--- src/rtl/clk_step_ctrl_if.sv ---
// Control/status bundle between the clock-enable sequencer and the core/board side.
// The master is the sequencer; the slave drives mode, button and halt.
interface clk_step_ctrl_if;
   logic        run_mode;
   logic        step_btn;
   logic        halt;
   logic        ce_cpu;
   logic        ce_rf;
   logic        step_ack;
   logic [31:0] cycle_cnt;
   logic [1:0]  state;

   modport master (
      input  run_mode, step_btn, halt,
      output ce_cpu, ce_rf, step_ack, cycle_cnt, state
   );

   modport slave (
      output run_mode, step_btn, halt,
      input  ce_cpu, ce_rf, step_ack, cycle_cnt, state
   );
endinterface

--- src/rtl/clk_step_ctrl.sv ---
// Clock-enable sequencer: divides clk into phase-offset ce_rf/ce_cpu pulses with
// free-run, debounced single-step and halt modes.
module clk_step_ctrl #(
   parameter int DIV       = 4,
   parameter int DB_CYCLES = 16
) (
   input  logic           clk,
   input  logic           rst,
   clk_step_ctrl_if.master bus
);

   localparam int            CW       = $clog2(DIV);
   localparam logic [CW-1:0] CNT_LAST = CW'(DIV - 1);
   localparam logic [CW-1:0] CNT_RF   = CW'(DIV / 2 - 1);
   localparam logic [15:0]   DB_LAST  = 16'(DB_CYCLES - 1);

   typedef enum logic [1:0] {
      IDLE   = 2'd0,
      RUN    = 2'd1,
      STEP   = 2'd2,
      HALTED = 2'd3
   } state_t;

   state_t        state_q, state_d;
   logic [CW-1:0] div_cnt;
   logic [31:0]   cycle_cnt;
   logic          sync1, sync2, db_level, db_prev;
   logic [15:0]   db_cnt;
   logic          step_req, active, period_end;
   logic          ce_rf, ce_cpu, step_ack;

   // Button path: 2-flop synchronizer, then a level must hold DB_CYCLES cycles.
   // NOTE: every clocked block uses non-blocking assignments so all flops sample pre-edge values.
   always_ff @(posedge clk or negedge rst) begin
      if (!rst) begin
         sync1    <= 1'b0;
         sync2    <= 1'b0;
         db_level <= 1'b0;
         db_prev  <= 1'b0;
         db_cnt   <= '0;
      end else begin
         sync1   <= bus.step_btn;
         sync2   <= sync1;
         db_prev <= db_level;
         if (sync2 == db_level) begin
            db_cnt <= '0;
         end else if (db_cnt == DB_LAST) begin
            db_level <= sync2;
            db_cnt   <= '0;
         end else begin
            db_cnt <= db_cnt + 16'd1;
         end
      end
   end

   assign step_req   = db_level & ~db_prev;
   assign active     = (state_q == RUN) || (state_q == STEP);
   assign period_end = (div_cnt == CNT_LAST);

   // NOTE: defaults first so no path through this block leaves a signal unassigned (no latch).
   always_comb begin
      state_d  = state_q;
      ce_rf    = 1'b0;
      ce_cpu   = 1'b0;
      step_ack = 1'b0;
      if (active) begin
         ce_rf    = (div_cnt == CNT_RF);
         ce_cpu   = period_end;
         step_ack = (state_q == STEP) && period_end;
      end
      if (bus.halt) begin
         state_d = HALTED;
      end else begin
         case (state_q)
            IDLE: begin
               if (bus.run_mode)  state_d = RUN;
               else if (step_req) state_d = STEP;
            end
            RUN:     if (period_end && !bus.run_mode) state_d = IDLE;
            STEP:    if (period_end) state_d = IDLE;
            HALTED:  state_d = IDLE;
            default: state_d = IDLE;
         endcase
      end
   end

   // Divider only advances while a period is live; halt aborts it on the spot.
   always_ff @(posedge clk or negedge rst) begin
      if (!rst) begin
         state_q   <= IDLE;
         div_cnt   <= '0;
         cycle_cnt <= '0;
      end else begin
         state_q <= state_d;
         if (bus.halt || !active || period_end) div_cnt <= '0;
         else                                   div_cnt <= div_cnt + 1'b1;
         if (ce_cpu) cycle_cnt <= cycle_cnt + 32'd1;
      end
   end

   assign bus.ce_rf     = ce_rf;
   assign bus.ce_cpu    = ce_cpu;
   assign bus.step_ack  = step_ack;
   assign bus.cycle_cnt = cycle_cnt;
   assign bus.state     = state_q;

endmodule

--- src/flat_wrapper.sv ---
// flat-port wrapper written by rule: the top's interface ports become plain ports
module clk_step_ctrl_flat 
#(
   parameter int DIV       = 4,
   parameter int DB_CYCLES = 16
)
  (clk, rst, bus_run_mode, bus_step_btn, bus_halt, bus_ce_cpu, bus_ce_rf, bus_step_ack, bus_cycle_cnt, bus_state);
  clk_step_ctrl_if bus_i ();
  input  logic clk;
  input  logic rst;
  input wire logic [$bits(bus_i.run_mode)-1:0] bus_run_mode;
  input wire logic [$bits(bus_i.step_btn)-1:0] bus_step_btn;
  input wire logic [$bits(bus_i.halt)-1:0] bus_halt;
  output wire logic [$bits(bus_i.ce_cpu)-1:0] bus_ce_cpu;
  output wire logic [$bits(bus_i.ce_rf)-1:0] bus_ce_rf;
  output wire logic [$bits(bus_i.step_ack)-1:0] bus_step_ack;
  output wire logic [$bits(bus_i.cycle_cnt)-1:0] bus_cycle_cnt;
  output wire logic [$bits(bus_i.state)-1:0] bus_state;
  assign bus_i.run_mode = bus_run_mode;
  assign bus_i.step_btn = bus_step_btn;
  assign bus_i.halt = bus_halt;
  assign bus_ce_cpu = bus_i.ce_cpu;
  assign bus_ce_rf = bus_i.ce_rf;
  assign bus_step_ack = bus_i.step_ack;
  assign bus_cycle_cnt = bus_i.cycle_cnt;
  assign bus_state = bus_i.state;
  clk_step_ctrl #(.DIV(DIV), .DB_CYCLES(DB_CYCLES)) u_core (.clk(clk), .rst(rst), .bus(bus_i));
endmodule
--- config.mk ---
export PLATFORM = sky130hd
export DESIGN_NAME = clk_step_ctrl_flat
export DESIGN_NICKNAME = d
export VERILOG_FILES = /design/src/rtl/clk_step_ctrl_if.sv /design/src/rtl/clk_step_ctrl.sv /design/src/flat_wrapper.sv
export SDC_FILE = /design/constraint.sdc
export NUM_CORES = 1
export LEC_CHECK = 0
export CORE_MARGIN = 2
export CORE_UTILIZATION = 48
export DETAILED_ROUTE_END_ITERATION = 10
export PLACE_DENSITY = 0.79
export SYNTH_ARGS = -nofsm -noshare
export SYNTH_HDL_FRONTEND = slang
export SYNTH_SLANG_ARGS = --single-unit
--- constraint.sdc ---
create_clock -name clk -period 2 [get_ports clk]
set_clock_uncertainty 0.1 [all_clocks]
set_input_delay 0.4 -clock clk [delete_from_list [all_inputs] [get_ports clk]]
set_output_delay 0.4 -clock clk [all_outputs]
set_load 0.01 [all_outputs]
==> impl_results.md <==
* Tightest slew margin relative to the limit at between 60% and 70%
* Deepest clock path buffer count at 2
* Avg WL per Cell at approximately 15 um
* Final cell area excluding filler cells at 3280 sq um
* Number of nets in the finished design at 296
* Final critical path time including I/O delays and setup at between 1500 and 2000 ps
* Post-Syn Area at roughly 2600 sq um
* Leakage power figure at ~0.0015 uW
* Vert. Die Dim at between 70 and 80 um
* Starting density of the core at between 50% and 60%
* Clock sink total at 56
* Area growth from synthesis to layout at 26.1%
* Final number of max-transition violations at 0
* Overall fraction of global-route tracks in use at between 10% and 20%
* Mean instance size in the synthesized netlist at roughly 11 sq um
* Pre-Repair DR Iteration Count at 4
* Highest fanout seen on the critical path at 6
* Fraction of the cycle the final worst path needs at between 90% and 100%
* Unrepaired setup endpoints after global routing: no
* Setup crit start kind: flop
* Synth cell count leaders: sky130_fd_sc_hd__dfrtp_1, sky130_fd_sc_hd__xnor2_1, sky130_fd_sc_hd__nand4_1, sky130_fd_sc_hd__nor2_1, sky130_fd_sc_hd__xor2_1
* Peak supply drop at about 0.42 mV
* Slew at the pin closest to its max-slew limit at 520 ps
* Synth warnings at 0
* Top FF cell, synth: sky130_fd_sc_hd__dfrtp_1
* Fraction of the yosys area taken by sequential cells at between 50% and 60%
* Top-area cell type share of the netlist area at 53.9%
* Library cell occupying the most area in the post-synthesis netlist: sky130_fd_sc_hd__dfrtp_1
* Gr ovfl total at 0
* Max-cap violations at 0
* WP data arrival at approximately 1400 ps
* Yosys reg bits at between 50 and 60
* Worst hold path class: reg2reg
* Vias per std cell at roughly 5.3
* Total nets after synthesis at between 200 and 250
* Violation count after the first detailed-route iteration at 85
* Share of async-settable or async-resettable flops after synthesis at 100%
* Total die area at 6020 sq um
* Sum of internal, switching and leakage power at a little over 2000 uW
* Number of antenna violations at the first check in global routing at 0
* Number of endpoints with negative hold slack in the final report at 0
* Achievable clock frequency at slightly above 0.5 GHz
* Outcome: finished, final reports clean
* Top cells by area in the synthesized netlist: sky130_fd_sc_hd__dfrtp_1, sky130_fd_sc_hd__xnor2_1, sky130_fd_sc_hd__xor2_1
* Number of vias in the routed layout at about 1900
* Routed Antenna Nets at 0
* Clock tree from TritonCTS: yes
* Fillcell total at roughly 430
* WL final at ~5200 um
* Placeable core area at between 5000 and 6000 sq um
* Total Negative Setup Slacks at 0 ps
* Post-DP HPWL at 3690 um
* Critical Setup Path Class: reg2out
* # setup viols final at 0
* First-pass GRT wire length at 8900 um
* Antenna cells at 0
* I/O pin count at 42
* Number of library cell types mapped by synthesis at 33
* TritonCTS Buffers at 5
* Number of global-route vias before repair at 1927
* Num rows at 26
* Clock H-tree levels at 2
* RePlAce Congestion at ~0.85
* Synthesized netlist cell count at 230
* Required @ worst endpoint at 1500 ps
* Clk slew on worst S/H paths at approximately 100 ps
* Clock Root Buffer: sky130_fd_sc_hd__clkbuf_8
* Clk_lat worst skew at just over 300 ps
* Kind of end point of the critical path: primary output
* Port Buffer Count at slightly above 40
* Width of the die at ~78 um
* Total power per unit cell area at roughly 620 nW/um^2
* # DRC at 0
* Instance area after placement at ~3200 sq um
* Count leader, synth: sky130_fd_sc_hd__dfrtp_1
* Share of post-route cells with drive strength above 1 at 11.6%
* Number of synthesized flops with an enable pin at 0
* Pin count of the biggest net entering global routing at 35
critical path, stage by stage (launching register included):
cell                            delay [ps]
sky130_fd_sc_hd__dfrtp_1               400
sky130_fd_sc_hd__inv_2                  80
sky130_fd_sc_hd__ha_4                  220
sky130_fd_sc_hd__and2_1                150
sky130_fd_sc_hd__dlygate4sd2_1         280
worst paths after layout:
| check | from | to | slack [ps] | cells past startpoint |
|---|---|---|---|---|
| setup / recovery | u_core.bus.state[0]$_DFFE_PN0P_ | bus_ce_cpu | 60 | 4 |
| hold / removal | u_core.sync1$_DFF_PN0_ | u_core.sync2$_DFF_PN0_ | 260 | 0 |
| setup reg to reg | u_core.bus.state[0]$_DFFE_PN0P_ | u_core.bus.cycle_cnt[30]$_DFFE_PN0P_ | 140 | 7 |
| hold reg to reg | u_core.sync1$_DFF_PN0_ | u_core.sync2$_DFF_PN0_ | 260 | 0 |
| max in group asynchronous | rst | u_core.db_cnt[7]$_DFF_PN0_ | 750 | 3 |
| min in group asynchronous | rst | u_core.db_cnt[2]$_DFF_PN0_ | 490 | 2 |
metal layers:
metal  GRT usage, %  wire, um  vias up
li1               -         -      917
met1           24.3      2340      923
met5              0         0        -
met3           3.95       242        4
met2           29.5      2540       44
met4           5.36        45        0
per-stage QoR:
stage,worst slack [ps],utilization (%),cells,hold slack [ps]
floorplan,65.6,-,230,4.41
global placement,85.7,60.9,346,238
detailed placement,50.9,60.9,346,240
CTS,7.89,63.1,355,262
global route,0.266,63.4,355,281
finish,59.8,63.4,355,258
registers in the layout, indices dropped and copies added, names as in the netlist:
register,cells
u_core.db_prev,1
u_core.bus.state,2
u_core.sync2,1
u_core.sync1,1
u_core.div_cnt,2
u_core.db_cnt,16
u_core.db_level,1
u_core.bus.cycle_cnt,32
layout make-up:
type / count / area (sq um) / area share (%)
sequential: 56 / 1400 / 42.8
clock inverter: 3 / 22.5 / 0.687
tap: 70 / 87.6 / 2.67
timing repair buffer: 53 / 508 / 15.5
clock buffer: 5 / 68.8 / 2.10
multi-input combinational: 164 / 1170 / 35.8
inverter: 4 / 15.0 / 0.458
placed cells by master, fill, tap and decap left out, types with 3 or more instances in the layout:
master | Yosys | layout
sky130_fd_sc_hd__and3_1 | 8 | 8
sky130_fd_sc_hd__buf_4 | 1 | 10
sky130_fd_sc_hd__nand4_1 | 22 | 22
sky130_fd_sc_hd__xnor2_1 | 28 | 28
sky130_fd_sc_hd__nor2_1 | 20 | 20
sky130_fd_sc_hd__nand3_1 | 15 | 15
sky130_fd_sc_hd__clkdlybuf4s50_1 | 0 | 37
sky130_fd_sc_hd__nand2_1 | 11 | 11
sky130_fd_sc_hd__and2_1 | 5 | 5
sky130_fd_sc_hd__clkbuf_8 | 0 | 5
sky130_fd_sc_hd__ha_1 | 7 | 5
sky130_fd_sc_hd__nor3_1 | 4 | 3
sky130_fd_sc_hd__xor2_1 | 16 | 16
sky130_fd_sc_hd__nor4_1 | 4 | 4
sky130_fd_sc_hd__dfrtp_1 | 56 | 56
sky130_fd_sc_hd__and4_1 | 5 | 5
kinds of logic (layout without fill, tap and decap cells):
kind of cell,Yosys count,after routing,synth area share [%]
compound gates,9,9,2.50
xor+xnor,44,44,14.8
fa+ha+maj,7,7,3.37
buf+inv,10,65,1.93
flops,56,56,53.9
mux,2,2,0.867
simple gates,102,102,22.6
power by group:
part	total [uW]	internal [uW]	leakage [uW]	switching (uW)
combinational	212	106	0.000647	107
clock	629	252	0.0000485	377
sequential	1190	1160	0.000767	28.1
what timing repair did:
item,in CTS,in global routing
setup buffers,0,0
endpoints found under the hold margin,22,0
setup endpoints to repair,3,5
gates resized for setup,4,6
cloned,0,0
hold buffers,1,0
Note: power is estimated with default switching activity, not from simulation.
